===== src/rtl/pmem_line_responder.sv =====
// Converts 256-bit cache-line reads/writes into 4-beat 64-bit memory bursts; line_resp
// follows the last beat by one cycle, and mem_resp low stretches the burst with the beat count held.
module pmem_line_responder #(
  parameter int s_line   = 256,
  parameter int s_burst  = 64,
  parameter int s_offset = 5
) (
  input  logic                clk,
  input  logic                rst,
  input  logic                line_read,
  input  logic                line_write,
  input  logic [31:0]         line_address,
  input  logic [s_line-1:0]   line_wdata,
  output logic [s_line-1:0]   line_rdata,
  output logic                line_resp,
  output logic                mem_read,
  output logic                mem_write,
  output logic [31:0]         mem_address,
  output logic [s_burst-1:0]  mem_wdata,
  input  logic [s_burst-1:0]  mem_rdata,
  input  logic                mem_resp
);

  localparam int num_beats = s_line / s_burst;
  localparam int cnt_w     = (num_beats > 1) ? $clog2(num_beats) : 1;
  localparam logic [cnt_w-1:0] last_beat = cnt_w'(num_beats - 1);
  localparam logic [31:0] off_mask = (32'd1 << s_offset) - 32'd1;

  typedef enum logic [1:0] {
    IDLE,
    READ,
    WRITE,
    DONE
  } state_t;

  state_t              state_q, state_d;
  logic [cnt_w-1:0]    cnt_q, cnt_d;
  logic [s_line-1:0]   buf_q, buf_d;
  logic [31:0]         addr_q, addr_d;
  logic [s_line-1:0]   rdata_q, rdata_d;

  always_comb begin
    state_d = state_q;
    cnt_d   = cnt_q;
    buf_d   = buf_q;
    addr_d  = addr_q;
    rdata_d = rdata_q;
    case (state_q)
      IDLE: begin
        // Writeback takes priority when both requests arrive together.
        if (line_write) begin
          buf_d   = line_wdata;
          addr_d  = line_address & ~off_mask;
          cnt_d   = '0;
          state_d = WRITE;
        end else if (line_read) begin
          addr_d  = line_address & ~off_mask;
          cnt_d   = '0;
          state_d = READ;
        end
      end
      READ: begin
        if (mem_resp) begin
          buf_d[cnt_q*s_burst +: s_burst] = mem_rdata;
          cnt_d = cnt_q + 1'b1;
          if (cnt_q == last_beat) begin
            rdata_d = buf_d;
            state_d = DONE;
          end
        end
      end
      WRITE: begin
        if (mem_resp) begin
          cnt_d = cnt_q + 1'b1;
          if (cnt_q == last_beat) begin
            state_d = DONE;
          end
        end
      end
      DONE: begin
        state_d = IDLE;
      end
      default: begin
        state_d = IDLE;
      end
    endcase
  end

  always_ff @(posedge clk or negedge rst) begin
    if (!rst) begin
      state_q <= IDLE;
      cnt_q   <= '0;
      buf_q   <= '0;
      addr_q  <= '0;
      rdata_q <= '0;
    end else begin
      state_q <= state_d;
      cnt_q   <= cnt_d;
      buf_q   <= buf_d;
      addr_q  <= addr_d;
      rdata_q <= rdata_d;
    end
  end

  assign mem_read    = (state_q == READ);
  assign mem_write   = (state_q == WRITE);
  assign mem_address = (mem_read || mem_write) ? addr_q : 32'd0;
  assign mem_wdata   = mem_write ? buf_q[cnt_q*s_burst +: s_burst] : '0;
  assign line_resp   = (state_q == DONE);
  assign line_rdata  = rdata_q;

endmodule


===== config.mk =====
export PLATFORM = sky130hd
export DESIGN_NAME = pmem_line_responder
export DESIGN_NICKNAME = d
export VERILOG_FILES = /design/src/rtl/pmem_line_responder.sv
export SDC_FILE = /design/constraint.sdc
export NUM_CORES = 1
export LEC_CHECK = 0
export BUFFER_PORTS_ARGS = -buffer_cell sky130_fd_sc_hd__buf_4
export CAP_MARGIN = 40
export CORE_AREA = 2 2 275 277
export CTS_BUF_LIST = sky130_fd_sc_hd__clkbuf_16
export DETAILED_ROUTE_END_ITERATION = 8
export DIE_AREA = 0 0 277 279
export GPL_TIMING_DRIVEN = 0
export PLACE_DENSITY = 0.69
export SYNTH_ARGS = -nofsm -noshare
export SYNTH_HDL_FRONTEND = slang
export SYNTH_SLANG_ARGS = --single-unit

===== constraint.sdc =====
create_clock -name clk -period 3.5 [get_ports clk]
set_clock_uncertainty 0.15 [all_clocks]
set_input_delay 0.35 -clock clk [delete_from_list [all_inputs] [get_ports clk]]
set_output_delay 0.35 -clock clk [all_outputs]
set_load 0.05 [all_outputs]

==> flow_summary.ini, run 1 <==
[outcome]
outcome = finished clean

[detailed_routing]
antenna_left = 0
vias = 29472
drt_iter0_drc = 3158
drc = 0
viasPerCell = 6.01
wire_per_inst_um = 28.2
wirelength_um = 138000
first_pass_iters = 5

[timing]
period_needed_ns = 3.41
finalSetupTns_ns = 0
max_clock_freq_ghz = 0.293
drv_slew = 0
setup_viol = 0
finalCritPeriodShare_pct = 97.5
finalHoldViolCount = 0
relSlewSlack_pct = 46.7
tightest_slew_ns = 0.800

[critical_path]
slowest_stage = clkbuf_1
worst-setup-path-type = flop to primary output
startpoint_type = flop
worstRegToRegCells = 10
crit_path_end_kind = primary output
cp_cell_sequence = clkbuf_2 > buf_8 > clkbuf_1 > mux4_2 > and2_1 > buf_4
arrival_ns = 2.91
crit_fanout = 10
critical_path_required_ns = 3.00
slowest_delay_ns = 0.53

[hold_path]
holdPathStages = 3
hold_path_class = input pin to flop

[cts]
root_buffer = clkbuf_16
clk_path_buf_depth = 3
clk-insertion-delay-late_ns = 0.62
clkTransAtPathRegs_ns = 0.06
cts_tree = done
cts-htree-levels = 3
cts.sinks = 543
numCtsBuffers = 66

[synthesis]
synth.cell_area_um2 = 27900
synthTopCellsByArea = dfrtp_1 49%, o21ai_0 6.1%, nand2_1 5.2%
yosysTopAreaCell = dfrtp_1
ys_types = 47
yosysSeqAreaShare_pct = 48.7
synth_ff_type = dfrtp_1
synthArstFlopShare_pct = 100
synth.avg_cell_area_um2 = 10.2
synth_edf_count = 0
yosysTopAreaCellShare_pct = 48.7
synthCells = 2735
ys_warn_count = 0
ys_ff_latch = 543

[global_route]
overflow = 0
grt_pass1_vias = 29516
antenna_found_initial = 11
grt_use_total_pct = 34.8
grt_max_degree = 113
grt_pass1_wl_um = 199000

[floorplan]
start_util_pct = 37.7
die_area_um2 = 77300
ios = 712
dieWidth_um = 277
die_h_um = 279
core_area_um2 = 74100
std_cell_rows = 100

[cells_and_area]
layout-drive-gt1-share_pct = 29.1
fin_area_um2 = 40500
syn_to_final_growth_pct = 45.1
nets = 4243

[placement]
place.port_buffers = 700
dp_hpwl_um = 102000
place_congestion = 0.983
dpl_cell_area_um2 = 34800

[job]
max_cap_viol_count = 0

[pwr]
pwr-share-comb_pct = 55.9
leakagePower_nw = 18.2
p_total_mw = 39.1
p_int_mw = 19.6
vdd_drop_max_mv = 0.897
power_switching_mw = 19.5
power_frac_clock_pct = 17.1
power_density_nw_per_um2 = 965
seqPwrFrac_pct = 27.0
swShare_pct = 49.9
[cell families (layout without fill, tap and decap cells)]
kind of cell / count (synthesis) / in the layout / share of synthesized area, %
AOI/OAI and AO/OA: 1030 / 1030 / 26.0
other: 1 / 13 / 0.0134
and+or+nand+nor: 753 / 753 / 13.5
muxes: 98 / 98 / 6.52
DFF: 543 / 543 / 48.7
adders and majority gates: 12 / 12 / 0.538
buffers and inverters: 298 / 1484 / 4.76
[critical path, delay by kind of cell, from the launching register on]
kind	cells	cell delay, ns
flip-flops	1	0.46
AND/OR/NAND/NOR	1	0.22
buffers and inverters	4	1.23
multiplexers	1	0.40
[flip-flops by register name, summed over array words and instances, names as in the netlist]
register / count
buf_q: 256
line_rdata: 256
addr_q: 27
cnt_q: 2
state_q: 2
[power groups by stage]
stage	clock, mW	sequential [mW]	combinational, mW
2_1_floorplan	0	13.4	10.2
3_3_place_gp	0	10.4	20.7
3_5_place_dp	0	10.5	21.0
4_1_cts	6.68	10.4	21.5
5_1_grt	6.91	10.7	22.9
6_report	6.68	10.5	21.9
[through the flow]
stage / setup slack (ns) / utilization, % / instances / hold slack [ns]
after global placement: -4.24 / 46.4 / 4408 / 0.313
after detailed placement: -0.909 / 47.0 / 4429 / 0.178
after floorplan: 0.712 / - / 2739 / -0.0956
after CTS: -0.0266 / 54.5 / 4895 / 0.00130
final: 0.0876 / 54.7 / 4902 / 0.0397
after global routing: -0.00838 / 54.7 / 4898 / 0.0119
[area by class of cell]
cell class | instances | area [um2]
Fill cell | 6455 | 33600
Sequential cell | 543 | 13600
Multi-Input combinational cell | 1898 | 13100
Timing Repair Buffer | 1071 | 9120
Clock buffer | 67 | 1680
Buffer | 286 | 1410
Tap cell | 969 | 1210
Clock inverter | 52 | 363
Inverter | 8 | 30.0
Antenna cell | 8 | 20.0
[cell usage after synthesis (47+ instances only)]
library cell  number
clkbuf_1         208
dfrtp_1          543
a22o_1           124
buf_2             51
nand4_1           64
mux4_2            64
a21oi_1          128
nand2_1          390
o211ai_2         100
o21ai_1           47
nor2b_1          193
and2_1            92
a31oi_1           64
o21ai_0          340
a32oi_1           64
o2bb2ai_1        126
[routing by layer]
metal | vias to the layer above | track usage (%) | routed length, um
met3 | 474 | 8.27 | 13800
met1 | 14649 | 42.9 | 51200
met5 | - | 0 | 27
met4 | 4 | 20.7 | 8990
li1 | 12350 | - | -
met2 | 1995 | 55.9 | 64500
[placed cells by master (no fill, tap or decap), types with 22 or more instances in the layout]
master	n
nor2b_1	192
a31oi_1	64
dlygate4sd3_1	346
a32oi_1	62
a22o_1	124
o2bb2ai_1	126
and2_1	91
dfrtp_1	543
mux2_2	28
o21ai_0	340
clkbuf_16	67
nand4_1	64
nand2_1	390
o21ai_1	47
buf_6	22
clkbuf_1	157
mux4_2	64
clkbuf_2	44
o211ai_2	100
buf_4	715
buf_2	46
clkinv_1	22
o211ai_1	28
a21oi_1	127
[path summary, 6_finish.rpt]
check / from / slack (ns) / to
min in group asynchronous: rst / 0.14 / line_rdata[35]$_DFFE_PN0P_
max reg2reg: cnt_q[1]$_DFFE_PN0P_ / 0.09 / line_rdata[109]$_DFFE_PN0P_
min reg2reg: line_rdata[14]$_DFFE_PN0P_ / 0.33 / line_rdata[14]$_DFFE_PN0P_
min: line_wdata[24] / 0.04 / buf_q[24]$_DFFE_PN0P_
max: cnt_q[1]$_DFFE_PN0P_ / 0.09 / mem_wdata[42]
max in group asynchronous: rst / 1.10 / buf_q[70]$_DFFE_PN0P_
[repair_timing]
item	CTS	global route
gates resized for setup	43	51
hold buffers	346	0
pin swaps	2	0
endpoints found under the setup margin	562	432
buffers inserted	4	0
hold endpoints to repair	503	0
Power figures use the tool's default switching activity.
==> run 2: changes to the inputs <==
--- a/config.mk
+++ b/config.mk
@@ -7,12 +7,17 @@
 export LEC_CHECK = 0
 export BUFFER_PORTS_ARGS = -buffer_cell sky130_fd_sc_hd__buf_4
 export CAP_MARGIN = 40
-export CORE_AREA = 2 2 275 277
+export CELL_PAD_IN_SITES_DETAIL_PLACEMENT = 1
+export CELL_PAD_IN_SITES_GLOBAL_PLACEMENT = 2
+export CORE_ASPECT_RATIO = 0.75
+export CORE_MARGIN = 2
+export CORE_UTILIZATION = 33
 export CTS_BUF_LIST = sky130_fd_sc_hd__clkbuf_16
+export CTS_CLUSTER_SIZE = 30
 export DETAILED_ROUTE_END_ITERATION = 8
-export DIE_AREA = 0 0 277 279
 export GPL_TIMING_DRIVEN = 0
-export PLACE_DENSITY = 0.69
+export PLACE_DENSITY = 0.89
+export REMOVE_ABC_BUFFERS = 1
 export SYNTH_ARGS = -nofsm -noshare
 export SYNTH_HDL_FRONTEND = slang
 export SYNTH_SLANG_ARGS = --single-unit
==> run 2 against run 1 <==
  * Worst hold slack better by 0.040 ns
  * Power up 3.2%
  * Global-route usage decreased by 3.3 points
  * Register-to-register slack hardly changed
  * Flip-flop and latch count stayed put
  * Sequential power is essentially flat
  * Sequential share of layout area decreased by 0.37 points
  * Via count is 3.9% lower
  * Worst setup slack got worse by 0.0049 ns
  * Combinational power rose by 9%
  * Critical path type is now flop to flop
  * Largest power group unchanged
==> flow_summary.ini, run 2 (same netlist as run 1, synthesis figures left out) <==
[detailed_routing]
drc = 0
antenna_left = 0
first_pass_iters = 5
wirelength_um = 140000
drt_iter0_drc = 2362
viasPerCell = 5.83
vias = 28331
wire_per_inst_um = 28.8

[placement]
dp_hpwl_um = 84800
place_congestion = 0.791
dpl_cell_area_um2 = 35300
place.port_buffers = 701

[cells_and_area]
final_common_cell = buf_4
syn_to_final_growth_pct = 46.8
final_util_pct = 48.8
layout-drive-gt1-share_pct = 30.0
final_cell_mix = 724 x buf_4, 541 x dfrtp_1, 390 x nand2_1
nets = 4047
fin_area_um2 = 41000

[floorplan]
core_area_um2 = 83900
std_cell_rows = 92
die_area_um2 = 86900
dieWidth_um = 340
start_util_pct = 33.3
ios = 712
die_h_um = 256

[critical_path]
slowest_stage = nor2_4
slowest_delay_ns = 0.69
rrSetupSlack_ns = 0.08
crit_path_frequent_cell = buf_12
worstReg2RegStart = state_q[0]$_DFFE_PN0P_
crit_fanout = 27
worstRegToRegCells = 8
critical_path_required_ns = 3.87
crit_cells = 8
crit_path_end_kind = flop
critical_path.endpoint = buf_q[254]$_DFFE_PN0P_
cp_cell_sequence = inv_1 > ha_4 > buf_12 > mux2i_4 > buf_16 > nor2_4 > buf_12 > mux2_2
worst-setup-path-type = flop to flop
critPathTopFamily = buffers and inverters
critical_path_buf_inv_count = 4
worstReg2RegEnd = buf_q[254]$_DFFE_PN0P_
startpoint_type = flop
cp-startpoint = state_q[0]$_DFFE_PN0P_
arrival_ns = 3.78

[timing]
period_needed_ns = 3.42
max_clock_freq_ghz = 0.293
rsz0062_at_grt = false
tightest_slew_ns = 0.903
finalSetupTns_ns = 0
holdWs_ns = 0.0794
setup_viol = 0
finalHoldViolCount = 0
drv_slew = 0
finalCritPeriodShare_pct = 97.6
relSlewSlack_pct = 39.7

[cts]
cts.sinks = 543
cts-htree-levels = 2
clk-insertion-delay-late_ns = 0.64
numCtsBuffers = 59
clkTransAtPathRegs_ns = 0.07
root_buffer = clkbuf_16
cts_tree = done
clk_path_buf_depth = 3

[global_route]
grt_pass1_wl_um = 206000
grt_pass1_vias = 30722
overflow = 0
antenna_found_initial = 10
grt_max_degree = 126
grt_use_total_pct = 31.5

[pwr]
power_switching_mw = 20.1
seqPwrFrac_pct = 25.6
power_frac_clock_pct = 15.4
p_total_mw = 40.3
leakagePower_nw = 18.2
pwr-share-comb_pct = 58.9
swShare_pct = 49.9
power_density_nw_per_um2 = 984
p_int_mw = 20.2
vdd_drop_max_mv = 0.567

[outcome]
outcome = finished clean

[hold_path]
hold_path_class = input pin to flop

[job]
max_cap_viol_count = 0
==> run 2: cell count changes in the layout (fill, tap and decap cells not counted), moves of 8 or more <==
cell       previous run  this run
clkbuf_1            157         0
clkbuf_16            67        59
buf_16                6        39
buf_4               715       724
buf_12                0        25
clkinv_1             22        14
clkbuf_2             44         0
buf_2                46         0
==> run 2: power by group through the flow <==
stage	logic (mW)	clock network (mW)	registers, mW
2_1_floorplan	9.50	0	13.7
3_3_place_gp	18.5	0	10.8
5_1_grt	24.7	6.51	10.6
4_1_cts	23.2	6.26	10.3
6_report	23.8	6.22	10.3
3_5_place_dp	22.2	0	10.4
==> run 2: timing repair <==
item	in CTS	in global routing
pin swaps	5	2
resized for setup	0	1
hold buffers	351	0
buffers inserted	21	7
endpoints found under the hold margin	608	0
gates cloned	2	0
setup endpoints to repair	436	104
==> run 2: how the worst min path moves through the flow <==
stage / from / depth (start not counted) / end
2_1_floorplan: rst / 0 / addr_q[10]$_DFFE_PN0P_
3_3_place_gp: line_rdata[70]$_DFFE_PN0P_ / 2 / line_rdata[70]$_DFFE_PN0P_
3_5_place_dp: rst / 1 / line_rdata[81]$_DFFE_PN0P_
4_1_cts: mem_resp / 4 / state_q[1]$_DFFE_PN0P_
5_1_grt: mem_resp / 4 / state_q[0]$_DFFE_PN0P_
6_report: mem_resp / 4 / state_q[0]$_DFFE_PN0P_
==> run 2: per-layer routing <==
metal | global-route usage [%] | share of wire [%]
met4 | 13.1 | 4.1
met1 | 40.0 | 40
met5 | 0 | 0.021
met2 | 51.2 | 47
met3 | 7.99 | 8.9
==> run 2: tightest hold or removal path: stages <==
cell and delay (ns):
buf_4 0.15, nand2_1 0.07, a22oi_1 0.11, mux2i_1 0.14
==> run 2: layout make-up <==
class | count | area [um2]
Multi-Input combinational cell | 1900 | 13200
Clock buffer | 59 | 1480
Tap cell | 1128 | 1410
Inverter | 8 | 40.0
Clock inverter | 49 | 338
Timing Repair Buffer | 1166 | 10900
Fill cell | 9113 | 43000
Antenna cell | 10 | 25.0
Sequential cell | 543 | 13600
==> run 2: stage by stage <==
stage	cells	worst slack, ns
floorplan	2449	-9.70
detailed placement	4364	-0.745
global placement	4278	-25.97
CTS	4846	0.000927
finish	4863	0.0827
global route	4860	0.0168
